**src/rtl/parity_req_arbiter_if.sv**
```systemverilog
// Requester-side and parity-unit-side signals of the shared parity arbiter.
interface parity_req_arbiter_if #(
  parameter int NUM_REQ = 4,
  parameter int DATA_W  = 8
);
  logic [NUM_REQ-1:0]        req;
  logic [NUM_REQ*DATA_W-1:0] req_data;
  logic [NUM_REQ-1:0]        grant;
  logic [NUM_REQ-1:0]        done;
  logic                      resp_odd;
  logic                      resp_err;
  logic                      p_start;
  logic [DATA_W-1:0]         p_data_in;
  logic                      p_busy;
  logic                      p_even;
  logic                      p_odd;

  // Environment side: requesters plus the parity unit.
  modport master (
    output req, req_data, p_busy, p_even, p_odd,
    input  grant, done, resp_odd, resp_err, p_start, p_data_in
  );

  // Arbiter side.
  modport slave (
    input  req, req_data, p_busy, p_even, p_odd,
    output grant, done, resp_odd, resp_err, p_start, p_data_in
  );
endinterface

```
**src/rtl/parity_req_arbiter.sv**
```systemverilog
// Round-robin arbiter sharing one parity unit among NUM_REQ requesters; it runs the
// start/busy handshake, guards it with a timeout and returns the result with a done pulse.
module parity_req_arbiter #(
  parameter int NUM_REQ = 4,
  parameter int DATA_W  = 8,
  parameter int TIMEOUT = 64
) (
  input logic                 clk,
  input logic                 rst,
  parity_req_arbiter_if.slave bus
);
  localparam int PTR_W = $clog2(NUM_REQ);
  localparam int CNT_W = $clog2(TIMEOUT + 1);

  typedef enum logic [1:0] {
    S_IDLE      = 2'd0,
    S_WAIT_BUSY = 2'd1,
    S_WAIT_DONE = 2'd2,
    S_RESPOND   = 2'd3
  } state_t;

  state_t             r_state;
  state_t             w_state_nxt;
  logic [PTR_W-1:0]   r_ptr;
  logic [PTR_W-1:0]   w_ptr_nxt;
  logic [PTR_W-1:0]   w_win;
  logic [PTR_W-1:0]   w_idx;
  logic               w_found;
  logic               w_launch;
  logic               w_timeout;
  logic               w_bad;
  logic [CNT_W-1:0]   r_cnt;
  logic [DATA_W-1:0]  w_bytes [NUM_REQ];
  logic [NUM_REQ-1:0] w_onehot_win;
  logic [NUM_REQ-1:0] w_onehot_ptr;

  logic [NUM_REQ-1:0] r_grant;
  logic [NUM_REQ-1:0] w_grant_nxt;
  logic [NUM_REQ-1:0] r_done;
  logic [NUM_REQ-1:0] w_done_nxt;
  logic               r_resp_odd;
  logic               w_resp_odd_nxt;
  logic               r_resp_err;
  logic               w_resp_err_nxt;
  logic               r_p_start;
  logic               w_p_start_nxt;
  logic [DATA_W-1:0]  r_p_data;
  logic [DATA_W-1:0]  w_p_data_nxt;

  // A healthy unit reports exactly one of even/odd.
  function automatic logic flags_bad(input logic even_f, input logic odd_f);
    return ~(even_f ^ odd_f);
  endfunction

  for (genvar k = 0; k < NUM_REQ; k++) begin : g_bytes
    assign w_bytes[k] = bus.req_data[k*DATA_W +: DATA_W];
  end

  assign w_timeout    = (r_cnt == CNT_W'(TIMEOUT));
  assign w_launch     = (r_state == S_IDLE) && !bus.p_busy && w_found;
  assign w_bad        = flags_bad(bus.p_even, bus.p_odd);
  assign w_onehot_win = {{(NUM_REQ-1){1'b0}}, 1'b1} << w_win;
  assign w_onehot_ptr = {{(NUM_REQ-1){1'b0}}, 1'b1} << r_ptr;

  // Round-robin search starting just after the last winner.
  always_comb begin
    w_found = 1'b0;
    w_win   = r_ptr;
    w_idx   = r_ptr;
    for (int i = 1; i <= NUM_REQ; i++) begin
      w_idx = PTR_W'((int'(r_ptr) + i) % NUM_REQ);
      if (!w_found && bus.req[w_idx]) begin
        w_found = 1'b1;
        w_win   = w_idx;
      end else begin
        w_found = w_found;
      end
    end
  end

  // State register.
  always_ff @(posedge clk) begin
    if (rst) begin
      r_state <= S_IDLE;
    end else begin
      r_state <= w_state_nxt;
    end
  end

  // Next-state logic; the timeout wins over a late busy edge.
  always_comb begin
    w_state_nxt = r_state;
    case (r_state)
      S_IDLE: begin
        if (w_launch) w_state_nxt = S_WAIT_BUSY;
        else          w_state_nxt = S_IDLE;
      end
      S_WAIT_BUSY: begin
        if (w_timeout)       w_state_nxt = S_RESPOND;
        else if (bus.p_busy) w_state_nxt = S_WAIT_DONE;
        else                 w_state_nxt = S_WAIT_BUSY;
      end
      S_WAIT_DONE: begin
        if (w_timeout || !bus.p_busy) w_state_nxt = S_RESPOND;
        else                          w_state_nxt = S_WAIT_DONE;
      end
      S_RESPOND: w_state_nxt = S_IDLE;
      default:   w_state_nxt = S_IDLE;
    endcase
  end

  // Next values of the registered outputs.
  always_comb begin
    w_grant_nxt    = {NUM_REQ{1'b0}};
    w_done_nxt     = {NUM_REQ{1'b0}};
    w_resp_odd_nxt = 1'b0;
    w_resp_err_nxt = 1'b0;
    w_p_start_nxt  = 1'b0;
    w_p_data_nxt   = r_p_data;
    w_ptr_nxt      = r_ptr;
    case (r_state)
      S_IDLE: begin
        if (w_launch) begin
          w_grant_nxt   = w_onehot_win;
          w_p_start_nxt = 1'b1;
          w_p_data_nxt  = w_bytes[w_win];
          w_ptr_nxt     = w_win;
        end else begin
          w_p_start_nxt = 1'b0;
        end
      end
      S_WAIT_BUSY: begin
        if (w_timeout) begin
          w_done_nxt     = w_onehot_ptr;
          w_resp_err_nxt = 1'b1;
        end else if (bus.p_busy) begin
          w_p_start_nxt = 1'b0;
        end else begin
          w_p_start_nxt = 1'b1;
        end
      end
      S_WAIT_DONE: begin
        if (w_timeout) begin
          w_done_nxt     = w_onehot_ptr;
          w_resp_err_nxt = 1'b1;
        end else if (!bus.p_busy) begin
          w_done_nxt     = w_onehot_ptr;
          w_resp_err_nxt = w_bad;
          w_resp_odd_nxt = bus.p_odd & ~w_bad;
        end else begin
          w_done_nxt = {NUM_REQ{1'b0}};
        end
      end
      S_RESPOND: w_p_start_nxt = 1'b0;
      default:   w_p_start_nxt = 1'b0;
    endcase
  end

  // Output, pointer and timeout-counter registers.
  always_ff @(posedge clk) begin
    if (rst) begin
      r_grant    <= {NUM_REQ{1'b0}};
      r_done     <= {NUM_REQ{1'b0}};
      r_resp_odd <= 1'b0;
      r_resp_err <= 1'b0;
      r_p_start  <= 1'b0;
      r_p_data   <= {DATA_W{1'b0}};
      r_ptr      <= PTR_W'(NUM_REQ - 1);
      r_cnt      <= {CNT_W{1'b0}};
    end else begin
      r_grant    <= w_grant_nxt;
      r_done     <= w_done_nxt;
      r_resp_odd <= w_resp_odd_nxt;
      r_resp_err <= w_resp_err_nxt;
      r_p_start  <= w_p_start_nxt;
      r_p_data   <= w_p_data_nxt;
      r_ptr      <= w_ptr_nxt;
      if (w_launch) begin
        r_cnt <= {CNT_W{1'b0}};
      end else if ((r_state == S_WAIT_BUSY || r_state == S_WAIT_DONE) && !w_timeout) begin
        r_cnt <= r_cnt + CNT_W'(1);
      end else begin
        r_cnt <= r_cnt;
      end
    end
  end

  assign bus.grant     = r_grant;
  assign bus.done      = r_done;
  assign bus.resp_odd  = r_resp_odd;
  assign bus.resp_err  = r_resp_err;
  assign bus.p_start   = r_p_start;
  assign bus.p_data_in = r_p_data;
endmodule

```
**src/flat_wrapper.sv**
```systemverilog
// flat-port wrapper written by rule: the top's interface ports become plain ports
module parity_req_arbiter_flat 
#(
  parameter int NUM_REQ = 4,
  parameter int DATA_W  = 8,
  parameter int TIMEOUT = 64
)
  (clk, rst, bus_req, bus_req_data, bus_p_busy, bus_p_even, bus_p_odd, bus_grant, bus_done, bus_resp_odd, bus_resp_err, bus_p_start, bus_p_data_in);
  parity_req_arbiter_if #(.NUM_REQ(NUM_REQ), .DATA_W(DATA_W)) bus_i ();
  input logic clk;
  input logic rst;
  input wire logic [$bits(bus_i.req)-1:0] bus_req;
  input wire logic [$bits(bus_i.req_data)-1:0] bus_req_data;
  input wire logic [$bits(bus_i.p_busy)-1:0] bus_p_busy;
  input wire logic [$bits(bus_i.p_even)-1:0] bus_p_even;
  input wire logic [$bits(bus_i.p_odd)-1:0] bus_p_odd;
  output wire logic [$bits(bus_i.grant)-1:0] bus_grant;
  output wire logic [$bits(bus_i.done)-1:0] bus_done;
  output wire logic [$bits(bus_i.resp_odd)-1:0] bus_resp_odd;
  output wire logic [$bits(bus_i.resp_err)-1:0] bus_resp_err;
  output wire logic [$bits(bus_i.p_start)-1:0] bus_p_start;
  output wire logic [$bits(bus_i.p_data_in)-1:0] bus_p_data_in;
  assign bus_i.req = bus_req;
  assign bus_i.req_data = bus_req_data;
  assign bus_i.p_busy = bus_p_busy;
  assign bus_i.p_even = bus_p_even;
  assign bus_i.p_odd = bus_p_odd;
  assign bus_grant = bus_i.grant;
  assign bus_done = bus_i.done;
  assign bus_resp_odd = bus_i.resp_odd;
  assign bus_resp_err = bus_i.resp_err;
  assign bus_p_start = bus_i.p_start;
  assign bus_p_data_in = bus_i.p_data_in;
  parity_req_arbiter #(.NUM_REQ(NUM_REQ), .DATA_W(DATA_W), .TIMEOUT(TIMEOUT)) u_core (.clk(clk), .rst(rst), .bus(bus_i));
endmodule
```
**config.mk**
```make
export PLATFORM = sky130hd
export DESIGN_NAME = parity_req_arbiter_flat
export DESIGN_NICKNAME = d
export VERILOG_FILES = /design/src/rtl/parity_req_arbiter_if.sv /design/src/rtl/parity_req_arbiter.sv /design/src/flat_wrapper.sv
export SDC_FILE = /design/constraint.sdc
export NUM_CORES = 1
export LEC_CHECK = 0
export ABC_AREA = 0
export BUFFER_PORTS_ARGS = -buffer_cell sky130_fd_sc_hd__buf_2
export CAP_MARGIN = 15
export CELL_PAD_IN_SITES_DETAIL_PLACEMENT = 0
export CELL_PAD_IN_SITES_GLOBAL_PLACEMENT = 1
export CORE_ASPECT_RATIO = 1.25
export CORE_MARGIN = 2
export CORE_UTILIZATION = 25
export DETAILED_ROUTE_END_ITERATION = 7
export PLACE_DENSITY = 0.56
export SLEW_MARGIN = 20
export SYNTH_ARGS = -nofsm -noshare
export SYNTH_HDL_FRONTEND = slang
export SYNTH_SLANG_ARGS = --single-unit
export TNS_END_PERCENT = 1
```
**constraint.sdc**
```tcl
create_clock -name clk -period 6.1 [get_ports clk]
set_input_delay 0.61 -clock clk [delete_from_list [all_inputs] [get_ports clk]]
set_output_delay 0.61 -clock clk [all_outputs]
set_load 0.05 [all_outputs]
```
==> results of run 1 <==
[per-stage QoR]
step                total power (uW)  setup WS (ns)  cells  instance area [um2]
floorplan                        539           3.59    177                 1710
global placement                 603           3.07    319                 2080
detailed placement               603           3.01    319                 2080
CTS                              774           3.01    327                 2170
global route                     810           2.73    327                 2170
finish                           758           3.02    327                 2170
[synthesized netlist by cell type (3+ instances only)]
cell,instances,area share
nand3_1,4,0.012
xor2_1,5,0.026
dfxtp_1,30,0.35
inv_1,13,0.029
ha_1,11,0.080
and2_1,5,0.018
a21oi_1,5,0.015
nand2_1,17,0.037
nand4_1,3,0.011
nand2b_1,5,0.018
o221ai_1,6,0.031
mux2i_1,16,0.094
mux4_2,3,0.039
nor3_1,5,0.015
nor2_1,18,0.039
[routing by layer]
layer | track usage | wire, um | up-vias
met5 | 0 | 0 | -
met4 | 0.0526 | 67 | 0
met3 | 0.0223 | 146 | 7
met2 | 0.185 | 2150 | 29
met1 | 0.141 | 1760 | 680
li1 | - | - | 751
[worst max-delay path by stage]
stage	slack [ns]	end	cells past startpoint	from
after detailed placement	3.01	u_core.bus.p_data_in[2]$_SDFFE_PP0P_	8	u_core.r_ptr[0]$_SDFFE_PP1P_
after CTS	3.01	u_core.bus.p_data_in[6]$_SDFFE_PP0P_	8	u_core.r_ptr[0]$_SDFFE_PP1P_
after global routing	2.73	u_core.bus.p_data_in[0]$_SDFFE_PP0P_	8	u_core.r_ptr[0]$_SDFFE_PP1P_
after global placement	3.07	u_core.bus.p_data_in[2]$_SDFFE_PP0P_	8	u_core.r_ptr[0]$_SDFFE_PP1P_
after floorplan	3.59	u_core.bus.p_data_in[0]$_SDFFE_PP0P_	9	u_core.r_ptr[0]$_SDFFE_PP1P_
final	3.02	u_core.bus.p_data_in[6]$_SDFFE_PP0P_	8	u_core.r_ptr[0]$_SDFFE_PP1P_
[kinds of logic after synthesis]
kind of cell / count (synthesis) / synth area share
buf+inv: 17 / 0.0482
fa+ha+maj: 11 / 0.0804
compound gates: 26 / 0.135
simple gates: 65 / 0.193
mux: 21 / 0.146
xor+xnor: 7 / 0.0468
flops: 30 / 0.351
[power groups by stage]
stage,combinational (uW),clock (uW),sequential [uW]
after detailed placement,354,0,248
after global routing,381,181,249
after global placement,355,0,249
after floorplan,224,0,315
after CTS,355,175,244
final,349,165,244
[area by class of cell]
type                            count  area, um2
Clock buffer                        7       86.3
Clock inverter                      1       5.00
Fill cell                         728       4430
Inverter                           13       48.8
Multi-Input combinational cell    130       1030
Sequential cell                    30        601
Tap cell                           87        109
Timing Repair Buffer               59        295
[flip-flops by register name, summed over array words and instances (netlist names)]
name and count:
u_core.r_state 2, u_core.bus.done 4, u_core.bus.resp_err 1, u_core.bus.grant 4, u_core.bus.p_start 1, u_core.r_cnt 7, u_core.bus.p_data_in 8, u_core.r_ptr 2
u_core.bus.resp_odd 1
[worst reg2reg max path, cell delays in order (launching register included)]
cell and delay (ns):
dfxtp_1 0.74, inv_1 0.20, ha_1 0.44, mux4_2 0.39
nor3b_4 0.26, nor4_2 0.08, a21oi_2 0.22, nand2b_1 0.43
o221ai_1 0.17
[placed cells by master (no fill, tap or decap), drive strengths merged, types with 7 or more instances in the layout]
cell    instances
nand2          17
inv            13
mux2i          16
nor2           18
ha             11
clkbuf          7
o221ai          8
buf            59
dfxtp          30
a21oi           7
==> impl_metrics.yaml, run 1 <==
place:
  place_congestion: 0.734
  io_buffers: 59
  place.detailed.hpwl_um: 3140
global_routing:
  antenna_found_initial: 0
  grtUsageTotal: 0.112
  grt_pass1_wl_um: 6490
  grt_start_max_net_pins: 20
  grt_pass1_vias: 1326
  gr-total-overflow: 0
worst_hold_path:
  min_to: "u_core.bus.p_data_in[0]$_SDFFE_PP0P_"
  min_path_type: "reg -> reg"
  holdPathStages: 2
  min_from: "u_core.bus.p_data_in[0]$_SDFFE_PP0P_"
timing:
  holdWs_ns: 0.460
  post-route-period-util: 0.505
  slew_violations: 0
  rsz0062_at_grt: "no"
  hold_violations: 0
  fin_worst_skew_ns: 0.00853
  relSlewSlack: 0.469
  setup_violations: 0
  fin_tns_setup_ns: 0
  finalCriticalPeriod_ns: 3.08
  tightestPinTransition_ns: 0.794
  fmax_ghz: 0.325
power_and_ir_drop:
  p_comb_frac: 0.461
  power_frac_seq: 0.321
  intPower_uw: 447
  p_leak_uw: 0.000997
  clkPwrFrac: 0.218
  switching_share: 0.410
  p_per_area_mw_per_mm2: 349
  ir_drop_uv: 155
  switchingPower_uw: 311
logic_synthesis:
  synth_warnings: 0
  synth_cells: 177
  syn_area_mm2: 0.00171
  syn-num-nets: 229
  ys_types: 42
  synth_edf_count: 0
  async_flop_share: 0
  syn_avg_cell_area_um2: 9.67
  ys_seq_area_frac: 0.351
  synthFlopType: "dfxtp_1"
  ys_ff_latch: 30
setup_path:
  crit_slowest_cell: "dfxtp_1"
  arrival_ns: 3.22
  rrSetupSlack_ns: 3.02
  cp-end-kind: "register"
  start_kind: "register"
  timing.rr.start: "u_core.r_ptr[0]$_SDFFE_PP1P_"
  max_stage_delay_ns: 0.74
  worstReg2RegEnd: "u_core.bus.p_data_in[6]$_SDFFE_PP0P_"
  r2r_cells: 8
  cp_max_fo: 14
  critPathBufInv: 1
  cp_cell_sequence: "inv_1, ha_1, mux4_2, nor3b_4, nor4_2, a21oi_2, nand2b_1, o221ai_1"
  crit_type: "reg -> reg"
  critical_path_required_ns: 6.24
  crit_family: "simple AND/OR/NAND/NOR gates"
clock_network:
  post_cts_buffers: 0
  post_cts_resize_count: 0
  cts_tree: "built"
  holdBufCountCts: 0
  cts-root-buf: "clkbuf_8"
  clkLatencyLatePin_ns: 0.28
  clk_pin_slew_ns: 0.07
  cts_buffers: 5
  cts.sinks: 30
  cts_buffer_depth: 2
  htree_num_levels: 2
die:
  dieArea_mm2: 0.00753
  core_mm2: 0.00661
  ios: 60
  rows: 33
  start_util: 0.259
  die_h_um: 96.5
  die_w_um: 78.0
cells_and_area:
  fin_util: 0.329
  drive_gt1_frac: 0.329
  nNetsFinal: 291
  n_antenna_cell: 0
  area_growth_pct: 27.0
routing:
  first_pass_iters: 4
  avgViaCountPerCell: 4.49
  drc: 0
  wire_per_inst_um: 12.6
  antenna_violating_nets_post_route: 0
  drt_iter0_drc: 46
  vias: 1467
  wirelength_um: 4120
outcome:
  status: "finished, final reports clean"
flow_run:
  drv_cap: 0
(Power assumes the default switching activity.)
==> run 2, diff against run 1 <==
Settings changed: PLACE_DENSITY 0.56 to 0.58.
Clock period 6.1 ns to 2.7 ns, I/O delays scaled along.
==> run 2 against run 1 <==
Utilization is 0.91 points higher. Setup slack worse by 2.8 ns. Critical path type unchanged. Critical path depth is 1 higher. Cell area is 2.8% higher. Largest cell class unchanged. Non-clock buffer count is 6 higher. Via count is 3.1% higher.
==> impl_metrics.yaml, run 2 (synthesis gave the netlist of run 1 again) <==
outcome:
  status: "finished, final reports clean"
global_routing:
  grt_start_max_net_pins: 20
  grt_pass1_vias: 1485
  grt_pass1_wl_um: 6850
  grtUsageTotal: 0.116
  gr-total-overflow: 0
  antenna_found_initial: 0
routing:
  first_pass_iters: 4
  vias: 1513
  wirelength_um: 4150
  drt_iter0_drc: 33
  wire_per_inst_um: 12.5
  avgViaCountPerCell: 4.54
  drc: 0
  antenna_violating_nets_post_route: 0
clock_network:
  holdBufCountCts: 0
  cts_tree: "built"
  cts_buffer_depth: 2
  clkLatencyLatePin_ns: 0.28
  clk_pin_slew_ns: 0.06
  cts-root-buf: "clkbuf_8"
  cts_buffers: 5
  htree_num_levels: 2
  cts.sinks: 30
timing:
  finalCriticalPeriod_ns: 2.51
  hold_violations: 0
  post-route-period-util: 0.930
  fin_worst_skew_ns: 0.00461
  tightestPinTransition_ns: 0.777
  holdWs_ns: 0.241
  setup_violations: 0
  fin_tns_setup_ns: 0
  slew_violations: 0
  fmax_ghz: 0.398
  relSlewSlack: 0.482
place:
  place_congestion: 0.770
  io_buffers: 59
  place.detailed.hpwl_um: 3180
  place_inst: 324
setup_path:
  critical_path_required_ns: 2.84
  worstReg2RegEnd: "u_core.bus.p_data_in[2]$_SDFFE_PP0P_"
  crit_type: "reg -> reg"
  cp-end-kind: "register"
  endpoint: "u_core.bus.p_data_in[2]$_SDFFE_PP0P_"
  r2r_cells: 9
  start_kind: "register"
  timing.rr.start: "u_core.r_ptr[0]$_SDFFE_PP1P_"
  cp_max_fo: 10
  rrSetupSlack_ns: 0.19
  arrival_ns: 2.66
  worstSetupStartpoint: "u_core.r_ptr[0]$_SDFFE_PP1P_"
die:
  core_mm2: 0.00661
  die_h_um: 96.5
  die_w_um: 78.0
  ios: 60
  dieArea_mm2: 0.00753
  rows: 33
  start_util: 0.259
flow_run:
  drv_cap: 0
cells_and_area:
  area_growth_pct: 30.5
  layout_common_cells: "59 x buf_2, 30 x dfxtp_1, 18 x nor2_1"
  n_antenna_cell: 0
  final_common_cell: "buf_2"
  drive_gt1_frac: 0.350
  fin_util: 0.338
  stdcell_count: 333
  largest_reg_flops: 8
  nNetsFinal: 297
power_and_ir_drop:
  ir_drop_uv: 311
  p_per_area_mw_per_mm2: 782
  total_power_uw: 1750
  p_leak_uw: 0.00103
worst_hold_path:
  min_from: "rst"
  min_path_type: "in -> reg"
## run 2: cell count changes in the layout (fill, tap and decap cells not counted), sizes merged
| cell | change |
|---|---|
| buf | +6 |
## run 2: timing repair
item / 4_1_cts / 5_1_grt
endpoints found under the hold margin: 0 / 0
buffers inserted: 0 / 1
endpoints found under the setup margin: 0 / 9
gates resized for setup: 0 / 1
## run 2: how the worst min path moves through the flow
stage	end	slack, ns	cells past startpoint
after floorplan	u_core.r_state[0]$_SDFF_PP0_	0.34	1
after global placement	u_core.bus.p_data_in[3]$_SDFFE_PP0P_	0.44	2
after detailed placement	u_core.bus.p_data_in[0]$_SDFFE_PP0P_	0.45	2
after CTS	u_core.r_state[0]$_SDFF_PP0_	0.22	2
after global routing	u_core.r_state[0]$_SDFF_PP0_	0.24	2
final	u_core.r_state[0]$_SDFF_PP0_	0.24	2
## run 2: metrics by stage
step           setup WS (ns)  cell area (um2)
3_5_place_dp          0.0668             2120
5_1_grt             -0.00234             2230
6_report               0.189             2230
4_1_cts               0.0492             2210
3_3_place_gp           0.191             2120
2_1_floorplan          0.189             1710
## run 2: worst max-delay path: stages, from the launching register on
cell      delay, ns
dfxtp_1        0.39
inv_1          0.11
ha_1           0.41
mux4_2         0.38
nor3b_4        0.19
nor4_2         0.30
a21oi_2        0.10
o211ai_4       0.22
buf_12         0.15
o221ai_1       0.12
## run 2: area by class of cell
class	count	area [um2]
sequential	30	601
clock inverter	1	5.00
timing repair buffer	65	353
tap	87	109
clock buffer	7	86.3
multi-input combinational	130	1030
inverter	13	48.8
fill	748	4370
## run 2: where the power goes
| part | switching, uW | internal [uW] |
|---|---|---|
| Sequential | 28.4 | 501 |
| Combinational | 518 | 333 |
| Clock | 160 | 205 |
## run 2: per-layer routing
| layer | GRT usage | wire length [um] |
|---|---|---|
| met3 | 0.0297 | 189 |
| met2 | 0.202 | 2210 |
| met5 | 0 | 0 |
| met4 | 0.0599 | 107 |
| met1 | 0.131 | 1640 |
